<file path="src/rtl/multicycle_ctrl.sv">
// Multi-cycle control FSM for the RV32I core: sequences fetch/decode/execute/memory/writeback
// over a shared datapath, with memory handshake, bus-timeout and illegal-opcode traps.
module multicycle_ctrl #(
   parameter int unsigned MEM_TIMEOUT = 16,
   parameter int unsigned CNT_W       = 32
) (
   input  logic             clk,
   input  logic             rst_n,
   input  logic             run_i,
   input  logic [6:0]       ir_opcode_i,
   input  logic             branch_taken_i,
   input  logic             mem_ready_i,
   output logic             mem_req_o,
   output logic             mem_we_o,
   output logic             mem_addr_sel_o,
   output logic             ir_we_o,
   output logic             pc_we_o,
   output logic [1:0]       pc_src_o,
   output logic             alu_a_sel_o,
   output logic             alu_b_sel_o,
   output logic [1:0]       alu_op_o,
   output logic             rf_we_o,
   output logic [1:0]       wb_sel_o,
   output logic             trap_o,
   output logic [1:0]       trap_cause_o,
   output logic [CNT_W-1:0] instret_o
);

   localparam int unsigned WAIT_W = $clog2(MEM_TIMEOUT + 1);

   localparam logic [6:0] OP_R      = 7'b0110011;
   localparam logic [6:0] OP_OPIMM  = 7'b0010011;
   localparam logic [6:0] OP_LOAD   = 7'b0000011;
   localparam logic [6:0] OP_STORE  = 7'b0100011;
   localparam logic [6:0] OP_BRANCH = 7'b1100011;
   localparam logic [6:0] OP_JAL    = 7'b1101111;
   localparam logic [6:0] OP_JALR   = 7'b1100111;
   localparam logic [6:0] OP_LUI    = 7'b0110111;
   localparam logic [6:0] OP_AUIPC  = 7'b0010111;

   typedef enum logic [2:0] {
      S_IDLE, S_FETCH, S_DECODE, S_EXEC, S_MEM, S_WB, S_TRAP
   } state_e;

   state_e             state_q, state_d;
   logic [WAIT_W-1:0]  wait_q, wait_d, wait_inc;
   logic [1:0]         trap_cause_q, trap_cause_d;
   logic [CNT_W-1:0]   instret_q, instret_d;
   logic               retire_c;
   logic               legal_c;
   logic               alu_a_c, alu_b_c;
   logic [1:0]         alu_op_c;
   logic               timeout_c;

   assign wait_inc  = wait_q + WAIT_W'(1);
   assign timeout_c = (wait_inc == WAIT_W'(MEM_TIMEOUT));

   // ALU operand/op selects implied by the latched opcode
   always_comb begin
      legal_c  = 1'b1;
      alu_a_c  = 1'b0;
      alu_b_c  = 1'b0;
      alu_op_c = 2'd0;
      case (ir_opcode_i)
         OP_R:                begin alu_op_c = 2'd1; end
         OP_OPIMM:            begin alu_b_c = 1'b1; alu_op_c = 2'd1; end
         OP_LOAD, OP_STORE:   begin alu_b_c = 1'b1; end
         OP_AUIPC:            begin alu_a_c = 1'b1; alu_b_c = 1'b1; end
         OP_JALR:             begin alu_b_c = 1'b1; end
         OP_BRANCH:           begin alu_op_c = 2'd2; end
         OP_JAL, OP_LUI:      begin end
         default:             begin legal_c = 1'b0; end
      endcase
   end

   always_ff @(posedge clk or negedge rst_n) begin
      if (!rst_n) begin
         state_q      <= S_IDLE;
         wait_q       <= '0;
         trap_cause_q <= 2'd0;
         instret_q    <= '0;
      end else begin
         state_q      <= state_d;
         wait_q       <= wait_d;
         trap_cause_q <= trap_cause_d;
         instret_q    <= instret_d;
      end
   end

   // Next state and datapath controls
   always_comb begin
      state_d        = state_q;
      wait_d         = '0;
      trap_cause_d   = trap_cause_q;
      retire_c       = 1'b0;
      mem_req_o      = 1'b0;
      mem_we_o       = 1'b0;
      mem_addr_sel_o = 1'b0;
      ir_we_o        = 1'b0;
      pc_we_o        = 1'b0;
      pc_src_o       = 2'd0;
      alu_a_sel_o    = 1'b0;
      alu_b_sel_o    = 1'b0;
      alu_op_o       = 2'd0;
      rf_we_o        = 1'b0;
      wb_sel_o       = 2'd0;
      trap_o         = 1'b0;

      case (state_q)
         S_IDLE: begin
            if (run_i) state_d = S_FETCH;
         end
         S_FETCH: begin
            mem_req_o = 1'b1;
            if (mem_ready_i) begin
               ir_we_o = 1'b1;
               state_d = S_DECODE;
            end else if (timeout_c) begin
               state_d      = S_TRAP;
               trap_cause_d = 2'd2;
            end else begin
               wait_d = wait_inc;
            end
         end
         S_DECODE: begin
            if (legal_c) begin
               state_d = S_EXEC;
            end else begin
               state_d      = S_TRAP;
               trap_cause_d = 2'd1;
            end
         end
         S_EXEC: begin
            alu_a_sel_o = alu_a_c;
            alu_b_sel_o = alu_b_c;
            alu_op_o    = alu_op_c;
            if (ir_opcode_i == OP_BRANCH) begin
               pc_we_o  = 1'b1;
               pc_src_o = branch_taken_i ? 2'd1 : 2'd0;
               retire_c = 1'b1;
            end else if (ir_opcode_i == OP_LOAD || ir_opcode_i == OP_STORE) begin
               state_d = S_MEM;
            end else begin
               state_d = S_WB;
            end
         end
         S_MEM: begin
            mem_req_o      = 1'b1;
            mem_addr_sel_o = 1'b1;
            mem_we_o       = (ir_opcode_i == OP_STORE);
            alu_a_sel_o    = alu_a_c;
            alu_b_sel_o    = alu_b_c;
            alu_op_o       = alu_op_c;
            if (mem_ready_i) begin
               if (ir_opcode_i == OP_STORE) begin
                  pc_we_o  = 1'b1;
                  retire_c = 1'b1;
               end else begin
                  state_d = S_WB;
               end
            end else if (timeout_c) begin
               state_d      = S_TRAP;
               trap_cause_d = 2'd2;
            end else begin
               wait_d = wait_inc;
            end
         end
         S_WB: begin
            rf_we_o  = 1'b1;
            pc_we_o  = 1'b1;
            retire_c = 1'b1;
            case (ir_opcode_i)
               OP_LOAD:          wb_sel_o = 2'd1;
               OP_JAL, OP_JALR:  wb_sel_o = 2'd2;
               OP_LUI:           wb_sel_o = 2'd3;
               default:          wb_sel_o = 2'd0;
            endcase
            if (ir_opcode_i == OP_JAL) pc_src_o = 2'd1;
            if (ir_opcode_i == OP_JALR) begin
               pc_src_o    = 2'd2;
               alu_a_sel_o = alu_a_c;
               alu_b_sel_o = alu_b_c;
               alu_op_o    = alu_op_c;
            end
         end
         S_TRAP: begin
            trap_o = 1'b1;
         end
         default: begin
            state_d = S_IDLE;
         end
      endcase

      // run is only honoured at instruction boundaries
      if (retire_c) state_d = run_i ? S_FETCH : S_IDLE;
      instret_d = retire_c ? instret_q + CNT_W'(1) : instret_q;
   end

   assign trap_cause_o = trap_cause_q;
   assign instret_o    = instret_q;

endmodule

</file>
<file path="config.mk">
export PLATFORM = sky130hd
export DESIGN_NAME = multicycle_ctrl
export DESIGN_NICKNAME = d
export VERILOG_FILES = /design/src/rtl/multicycle_ctrl.sv
export SDC_FILE = /design/constraint.sdc
export NUM_CORES = 1
export LEC_CHECK = 0
export ABC_CLOCK_PERIOD_IN_PS = 2950
export BUFFER_PORTS_ARGS = -buffer_cell sky130_fd_sc_hd__buf_2
export CAP_MARGIN = 20
export CORE_UTILIZATION = 30
export CTS_CLUSTER_SIZE = 30
export DETAILED_ROUTE_END_ITERATION = 8
export PLACE_DENSITY = 0.61
export SYNTH_ARGS = -nofsm -noshare
export SYNTH_HDL_FRONTEND = slang
export SYNTH_SLANG_ARGS = --single-unit
export TNS_END_PERCENT = 20
</file>
<file path="constraint.sdc">
create_clock -name clk -period 2.95 [get_ports clk]
set_input_delay 0.1475 -clock clk [delete_from_list [all_inputs] [get_ports clk]]
set_output_delay 0.1475 -clock clk [all_outputs]
set_load 0.02 [all_outputs]
</file>
==> impl_summary.md, run 1 <==
Logic synthesis
In this run the cell area of the synthesized design comes to 0.00244 mm². The number of flops mapped to enable cells by yosys is 0. The count of mapped cells out of synthesis is 248. The share of the synthesized area in compound gates (AO/OA/AOI/OAI) is roughly 14%. The arithmetic-cell share of the synthesized area counting full adders, half adders and majority gates is 1.02%. The share of the Yosys chip area taken by registers is 43.0%. Summed over its instances, the top area cell type makes up 43.0% of the synthesized netlist area. Multiplexer cells account for less than 1% of the synthesized area.

Ranked by instance count, the synthesized netlist is headed by sky130_fd_sc_hd__dfrtp_1 (42), sky130_fd_sc_hd__nor2_1 (24), sky130_fd_sc_hd__xnor2_1 (21), sky130_fd_sc_hd__nand2_1 (19), sky130_fd_sc_hd__nor3_1 (14). The synthesized-area fraction occupied by and/or/nand/nor cells is 26.4%. The prevailing post-synth register cell is sky130_fd_sc_hd__dfrtp_1. The average instance in the mapped netlist occupies around 9.9 µm². The most frequent cell after synthesis is sky130_fd_sc_hd__dfrtp_1. The post-synthesis register bit count is 42. Counting every net in the synthesized netlist gives 262. Yosys mapped the design onto 50 distinct sky130hd cell types. By area, the combinational part of the netlist is dominated by simple AND/OR/NAND/NOR gates. By area the synthesized netlist is led by sky130_fd_sc_hd__dfrtp_1 (43%), sky130_fd_sc_hd__xnor2_1 (7.5%), sky130_fd_sc_hd__xor2_1 (4.3%), sky130_fd_sc_hd__nor2_1 (3.7%), sky130_fd_sc_hd__nand2_1 (2.9%).

The Yosys step of the flow raised 0 warnings. sky130_fd_sc_hd__dfrtp_1 takes more of the synthesized area than any other cell. Of all flip-flops after synthesis, the portion carrying an async set or reset was 100%.

After Yosys synthesis, XOR and XNOR cells account for 11.8% of the synthesized area.

Timing
The time the final worst path needs with I/O delays and setup is 2.50 ns. The number of max-slew violations in the final report came to 0. At the pin with the least slew margin, the transition time is approximately 0.65 ns. Setup repair after global routing left no endpoint under its margin. The hold violation count in the final report is 0. The maximum achievable frequency is approximately 0.4 GHz. The worst path uses 84.8% of the clock period. The relative max-transition margin is 56.6%.

Between clock sinks in the finished design, the worst skew comes to ~0.010 ns. Setup violations remaining at the end of the flow were counted as 0. For the final routed database, the setup TNS stands at 0 ns.

Cells and area
The register cell area after layout is 0.00105 mm². 0 antenna diodes ended up in the layout. The share of cells above drive strength 1 is 27.7%. The count of non-filler cells in the finished layout is around 410. Once layout is complete, the utilization of the core stands at between 30% and 40%. Counting the fill cells in the layout gives 801. The final layout contains approximately 320 nets. The area growth from synthesis to layout is 21.3%. The area used by multi-input combinational logic is approximately 0.0013 mm².

Pwr
The internal power of the cells is approximately 1000 µW. For this design the ratio of total power to cell area is 544 mW/mm². In this run the static leakage power is 1.42 nW. The clock share of power is 23.4%. Combinational cells account for 30.2% of the total power. The maximum vdd drop is 0.000207 V.

The total chip power is approximately 1.6 mW. The power share of the sequential group is 46.4%. The switching power as a share of total power is 38.1%. The net switching power of the design is 615 µW.

Global routing
The number of global-route vias before repair is slightly below 2000. The initial antenna violation count was 0. The wire length of the first global-routing pass is approximately 10000 µm. Summed over all layers, the global routing overflow is 0.

Global routing used roughly 14% of the available tracks. Entering global routing, the biggest net connects 43 pins.

Worst setup path
The startpoint identified for the worst register-to-register timing path is state_q[1]. The capture point of the worst path is pc_we_o. STA classifies the critical path endpoint as an output port. The worst setup path category is reg2out.

The endpoint of the worst-slack reg-to-reg timing path is instret_o[4]. At the worst endpoint, the required time is 2.80 ns. In this run the worst path has a maximum fanout of 13. For the worst setup path, the data arrival time is 2.36 ns. The worst setup path is launched from a register. The setup slack of the worst register-to-register path is between 0.6 and 0.7 ns. The number of cells on the worst reg-to-reg path is 6.

The most critical setup path has its startpoint at state_q[1].

Floorplan
The initial utilization of the core area, before any placement, comes to 31.3%. The area of the die is 0.00851 mm². From bottom edge to top edge, the die measures 92.3 µm.

The die boundary width is 92.3 µm. Row generation in the floorplan step produced 32 rows. The total core area is 0.00781 mm². The top-level I/O count is 61.

Clocking
The number of hold-repair buffers added at the cts stage is 0. The number of sinks on the clock net is 42. The buffer levels on the longest clock path is 2. The H-tree depth reported by CTS is 2. The root buffer cell chosen for the clock tree is sky130_fd_sc_hd__clkbuf_8. The CTS tree is done.

The clock edge transition at the registers on the reported setup and hold paths is around 0.080 ns. The number of setup buffers added after CTS is 0. The number of gates resized after CTS was 0. The later pin in the worst-skew pair is clocked with a latency of 0.29 ns. In this run, CTS created clock tree buffers numbering 5.

Job
Across the run, the number of max-cap violations was 0.

Route
The initial DRC count is 64. For this block, the routed nets add up to 5900 µm of wire. In the routed layout, each cell is associated on average with a via count of approximately 5.1. Once detail routing completed, the nets flagged for antenna violations numbered 0. After detailed routing, the number of remaining DRC violations is 0.

Dividing the detail-routed wire length by the instance count gives 14.3 µm. The via count is 2102. The number of search-and-repair iterations in the first detailed-routing pass is 4.

Placed design
The last weighted congestion value of the routability-driven placer is 0.785. The number of input and output port buffers inserted is 60. The total half-perimeter wirelength after legalization and detailed placement is 4310 µm.

The count of placed standard cells including taps is 403.

Worst hold path
The class of the tightest hold or removal check is in2reg. The hold path depth is 2.

Status
The run finished with clean final reports.
## logic make-up (layout without fill, tap and decap cells)
| group | Yosys count | after routing |
|---|---|---|
| flip-flops | 42 | 42 |
| AO/OA/AOI/OAI | 44 | 44 |
| multiplexers | 1 | 1 |
| adder cells (fa/ha/maj) | 2 | 2 |
| XOR/XNOR | 33 | 33 |
| AND/OR/NAND/NOR | 108 | 108 |
| buffers and inverters | 18 | 81 |
## registers in the layout (all words and copies together) (netlist names)
register and flops:
wait_q 5, state_q 3, instret_o 32, trap_cause_o 2
## worst min-delay path by stage
stage	startpoint	end
after detailed placement	rst_n	instret_o[22]
after floorplan	rst_n	instret_o[0]
after global routing	run_i	state_q[0]
final	run_i	state_q[0]
after global placement	rst_n	instret_o[22]
after CTS	rst_n	instret_o[24]
## layer usage
layer	vias to the layer above	track usage, %	part of all wire, %
met5	-	0	0
met3	4	3.15	4.7
li1	1029	-	-
met4	0	3.65	0.64
met1	1007	20.4	51
met2	62	22.5	44
## stage by stage
step                      hold slack (ns)  cell area (µm²)  setup slack [ns]
after global placement              0.346             2850             0.685
after detailed placement            0.355             2850             0.679
after floorplan                    -0.148             2440             0.904
final                              0.0850             2970             0.447
after global routing               0.0849             2970             0.323
after CTS                          0.0344             2940             0.427
## area by class of cell
type	count	share of cell area [%]
clock buffer	7	2.91
clock inverter	1	0.169
inverter	9	1.14
multi-input combinational	188	44.4
sequential	42	35.4
tap	102	4.30
timing repair buffer	64	11.6
## cell usage in the layout, fill, tap and decap left out, types with 4 or more instances in the layout
cell type / instances
sky130_fd_sc_hd__a21oi_1: 7
sky130_fd_sc_hd__and3_1: 7
sky130_fd_sc_hd__and4_1: 4
sky130_fd_sc_hd__buf_2: 60
sky130_fd_sc_hd__clkbuf_8: 6
sky130_fd_sc_hd__dfrtp_1: 42
sky130_fd_sc_hd__inv_1: 9
sky130_fd_sc_hd__nand2_1: 19
sky130_fd_sc_hd__nand2b_1: 4
sky130_fd_sc_hd__nand3_1: 7
sky130_fd_sc_hd__nand4_1: 6
sky130_fd_sc_hd__nor2_1: 24
sky130_fd_sc_hd__nor3_1: 14
sky130_fd_sc_hd__o2111ai_1: 7
sky130_fd_sc_hd__o211ai_1: 4
sky130_fd_sc_hd__o21ai_0: 8
sky130_fd_sc_hd__xnor2_1: 21
sky130_fd_sc_hd__xor2_1: 12
## power groups by stage
stage | Clock [mW] | Combinational [mW] | Sequential (mW)
6_report | 0.378 | 0.487 | 0.749
5_1_grt | 0.420 | 0.534 | 0.764
4_1_cts | 0.394 | 0.488 | 0.748
3_5_place_dp | 0 | 0.489 | 0.759
3_3_place_gp | 0 | 0.480 | 0.757
2_1_floorplan | 0 | 0.367 | 0.730
## critical path: stages (launching register included)
cell                      delay, ns
sky130_fd_sc_hd__dfrtp_1       0.52
sky130_fd_sc_hd__or3b_4        0.50
sky130_fd_sc_hd__o41ai_4       0.40
sky130_fd_sc_hd__nor2_2        0.16
sky130_fd_sc_hd__inv_1         0.26
sky130_fd_sc_hd__buf_2         0.22
Power figures use the tool's default switching activity.
==> inputs of run 2 (changes only) <==
--- a/config.mk
+++ b/config.mk
@@ -5,7 +5,7 @@
 export SDC_FILE = /design/constraint.sdc
 export NUM_CORES = 1
 export LEC_CHECK = 0
-export ABC_CLOCK_PERIOD_IN_PS = 2950
+export ABC_CLOCK_PERIOD_IN_PS = 2400
 export BUFFER_PORTS_ARGS = -buffer_cell sky130_fd_sc_hd__buf_2
 export CAP_MARGIN = 20
 export CORE_UTILIZATION = 30
==> constraint.sdc (replaced) <==
create_clock -name clk -period 2.4 [get_ports clk]
set_input_delay 0.12 -clock clk [delete_from_list [all_inputs] [get_ports clk]]
set_output_delay 0.12 -clock clk [all_outputs]
set_load 0.02 [all_outputs]
==> impl_summary.md, run 2 (synthesis gave the netlist of run 1 again) <==
Worst hold path
The destination of the worst hold path is state_q[0]. The hold path depth came to 2 (unchanged). The min-delay analysis places its worst path in the category in2reg. The hold path startpoint is run_i.

Placed design
The number of input and output port buffers inserted is 60 (unchanged). The total half-perimeter wirelength after legalization and detailed placement was 4430 µm (+3.0%). The pre-CTS setup slack is 0.240 ns (-0.438 ns). The post-placement cell area is 0.00288 mm² (+1.1%).

The last weighted congestion value of the routability-driven placer is 0.809 (+3.1%).

Global routing
The pin count of the biggest net entering global routing was 43 (unchanged). The initial antenna violation count was 0 (unchanged). The number of global-route vias before repair is 2015 (+1.3%). The combined global-route utilization of all metal layers came to 15.3% (+0.80 points). The leftover overflow at the end of global routing came to 0 (unchanged). The wire length of the first global-routing pass is 10400 µm (+4.9%).

Route
The average via count per standard cell is 5.10 (+0.22%). The number of search-and-repair iterations in the first detailed-routing pass came to 4 (unchanged). The initial DRC count came to 159 (+150%). The average wire length per cell after detail routing is 14.6 µm (+2.1%).

The total wire length came to 6070 µm (+2.8%). The number of design rule violations left after detail routing came to 0 (unchanged). The number of nets with antenna violations after routing came to 0 (unchanged). The via count was 2122 (+0.95%).

Clocking
The buffer levels on the longest clock path is 2 (unchanged). The H-tree depth reported by CTS is 2 (unchanged). The number of buffers added by the clock tree synthesis step was 5 (unchanged). The number of sinks on the clock net is 42 (unchanged). The insertion delay to the later sink of the worst-skew pair was 0.29 ns (about the same). TritonCTS built the clock tree. The total setup buffers inserted after CTS is 0 (unchanged). The clock edge transition at the registers on the reported setup and hold paths is 0.07 ns (about the same).

The clock root buffer is sky130_fd_sc_hd__clkbuf_8.

Worst setup path
The required time of the critical path was 2.28 ns (-0.52 ns). By startpoint and endpoint, the worst setup path is classified as reg2out. The setup slack of the worst register-to-register path came to 0.27 ns (-0.41 ns).

STA classifies the critical path endpoint as an output port. The biggest fanout along the worst timing path is 10 (-3). The number of cells traversed by the worst register-to-register path is 5 (-1). The worst register-to-register path begins at state_q[2]. The critical path launch point type is a register.

The endpoint of the worst-slack reg-to-reg timing path is instret_o[22]. The arrival time reported for the critical path endpoint is 2.14 ns (-0.22 ns).

Floorplan
The placement row count is 32 (unchanged). The die height was 92.3 µm (unchanged). The total core area is 0.00781 mm² (unchanged). The die boundary width came to 92.3 µm (unchanged). The starting density of the core is 31.3% (unchanged). The area of the die came to 0.00851 mm² (unchanged).

The top-level I/O count is 61 (unchanged).

Timing
Subtracting the final worst setup slack from the clock period gives approximately 2.3 ns. Setup repair after global routing left no endpoint under its margin. Based on the critical path, the design can be clocked at up to between 0.4 and 0.5 GHz. The hold violation count in the final report is 0 (unchanged). The actual slew at the worst max-slew pin was 0.937 ns (+0.286 ns). The total negative slack for setup checks is 0 ns (unchanged). The final critical-path share of the clock period is roughly 94%. The final setup skew came to 0.00762 ns (-0.00246 ns). The number of failing setup endpoints in the final timing report is 0 (unchanged). The number of max-slew violations in the final report is 0 (unchanged). The relative max-transition margin is 37.5% (-19 points). The worst path setup slack after routing is 0.140 ns (-0.307 ns).

Cells and area
The flip-flop count of the largest register after layout is 32 (unchanged). The area growth from synthesis to layout is 21.8%. Leaving out fill and tap cells, the most frequent cell in the layout is sky130_fd_sc_hd__buf_2. The cell area after layout is 0.00298 mm² (+0.38%). The number of diodes added for antenna fixing is 0 (unchanged).

The net count of the finished layout is 327 (+0.93%). The share of cells above drive strength 1 is 29.0% (+1.3 points). The number of fillers in the final layout was 799 (-0.25%). Leaving out fill and tap cells, the most frequent cells in the layout are sky130_fd_sc_hd__buf_2 (60), sky130_fd_sc_hd__dfrtp_1 (41), sky130_fd_sc_hd__nor2_1 (24).

Job
The number of violations of the max-capacitance limit came to 0 (unchanged).

Pwr
The clock share of power is 23.3% (about the same). The switching power as a share of total power was 38.2% (+0.089 points). The maximum vdd drop is 0.000237 V (+15%). The internal power of the cells is 1.25 mW (+25%). The power share of the combinational group is 31.7% (+1.5 points).

The net switching power of the design is 771 µW (+25%). The power share of the sequential group is 45.1% (-1.3 points). The power density relative to cell area is 678 mW/mm² (+25%). The leakage power of the design came to 1.43 nW (+0.47%). The total chip power is 2.02 mW (+25%).

Status
The run finished with clean final reports.
run 2: cell types whose count changed in the layout (fill, tap and decap cells not counted):
cell                      before  now
sky130_fd_sc_hd__inv_1         9    8
sky130_fd_sc_hd__buf_4         2    6
sky130_fd_sc_hd__inv_2         0    1
sky130_fd_sc_hd__buf_12        1    0
sky130_fd_sc_hd__dfrtp_2       0    1
sky130_fd_sc_hd__dfrtp_1      42   41
run 2: worst max path at each step:
stage | slack, ns | cells past startpoint | startpoint | endpoint
2_1_floorplan | 0.35 | 7 | state_q[2] | instret_o[4]
3_3_place_gp | 0.30 | 6 | state_q[0] | instret_o[4]
3_5_place_dp | 0.24 | 5 | state_q[0] | instret_o[22]
4_1_cts | 0.007 | 5 | state_q[0] | pc_we_o
5_1_grt | 0.009 | 5 | state_q[2] | pc_we_o
6_report | 0.14 | 5 | state_q[2] | pc_we_o
run 2: through the flow:
stage                     cells  hold slack [ns]  util (%)
after CTS                   416           0.0914      38.1
after global routing        416           0.0835      38.1
final                       416           0.0945      38.1
after floorplan             248           -0.176         -
after global placement      407            0.320      36.8
after detailed placement    407            0.326      36.8
run 2: critical path, stage by stage (launching register included):
cell and delay, ns:
sky130_fd_sc_hd__dfrtp_1 0.48, sky130_fd_sc_hd__or3b_4 0.46, sky130_fd_sc_hd__o41ai_4 0.41, sky130_fd_sc_hd__nor2_2 0.16, sky130_fd_sc_hd__inv_2 0.15, sky130_fd_sc_hd__buf_2 0.19
run 2: layout make-up:
class / count / area (µm²) / area share, %
well taps: 102 / 128 / 4.29
clock buffers: 7 / 86.3 / 2.90
repair buffers: 67 / 355 / 11.9
inverters: 9 / 33.8 / 1.13
clock inverters: 1 / 5.00 / 0.168
flip-flops and latches: 42 / 1050 / 35.3
multi-input cells: 188 / 1320 / 44.2
run 2: timing repair:
| action | CTS | global route |
|---|---|---|
| endpoints found under the hold margin | 11 | 0 |
| hold buffers | 1 | 0 |
| endpoints found under the setup margin | 0 | 1 |
| resized for setup | 0 | 2 |
run 2: layer usage:
metal | GRT usage [%] | routed length, µm | vias up
met5 | 0 | 0 | -
met4 | 5.60 | 114 | 0
li1 | - | - | 1032
met1 | 21.8 | 3090 | 1005
met2 | 22.6 | 2560 | 75
met3 | 3.23 | 301 | 10
run 2: power by group through the flow:
stage	logic, mW	registers [mW]	clock network (mW)
final	0.639	0.910	0.469
after global routing	0.708	0.932	0.519
after CTS	0.646	0.907	0.491
after detailed placement	0.642	0.922	0
after global placement	0.634	0.921	0
after floorplan	0.451	0.898	0
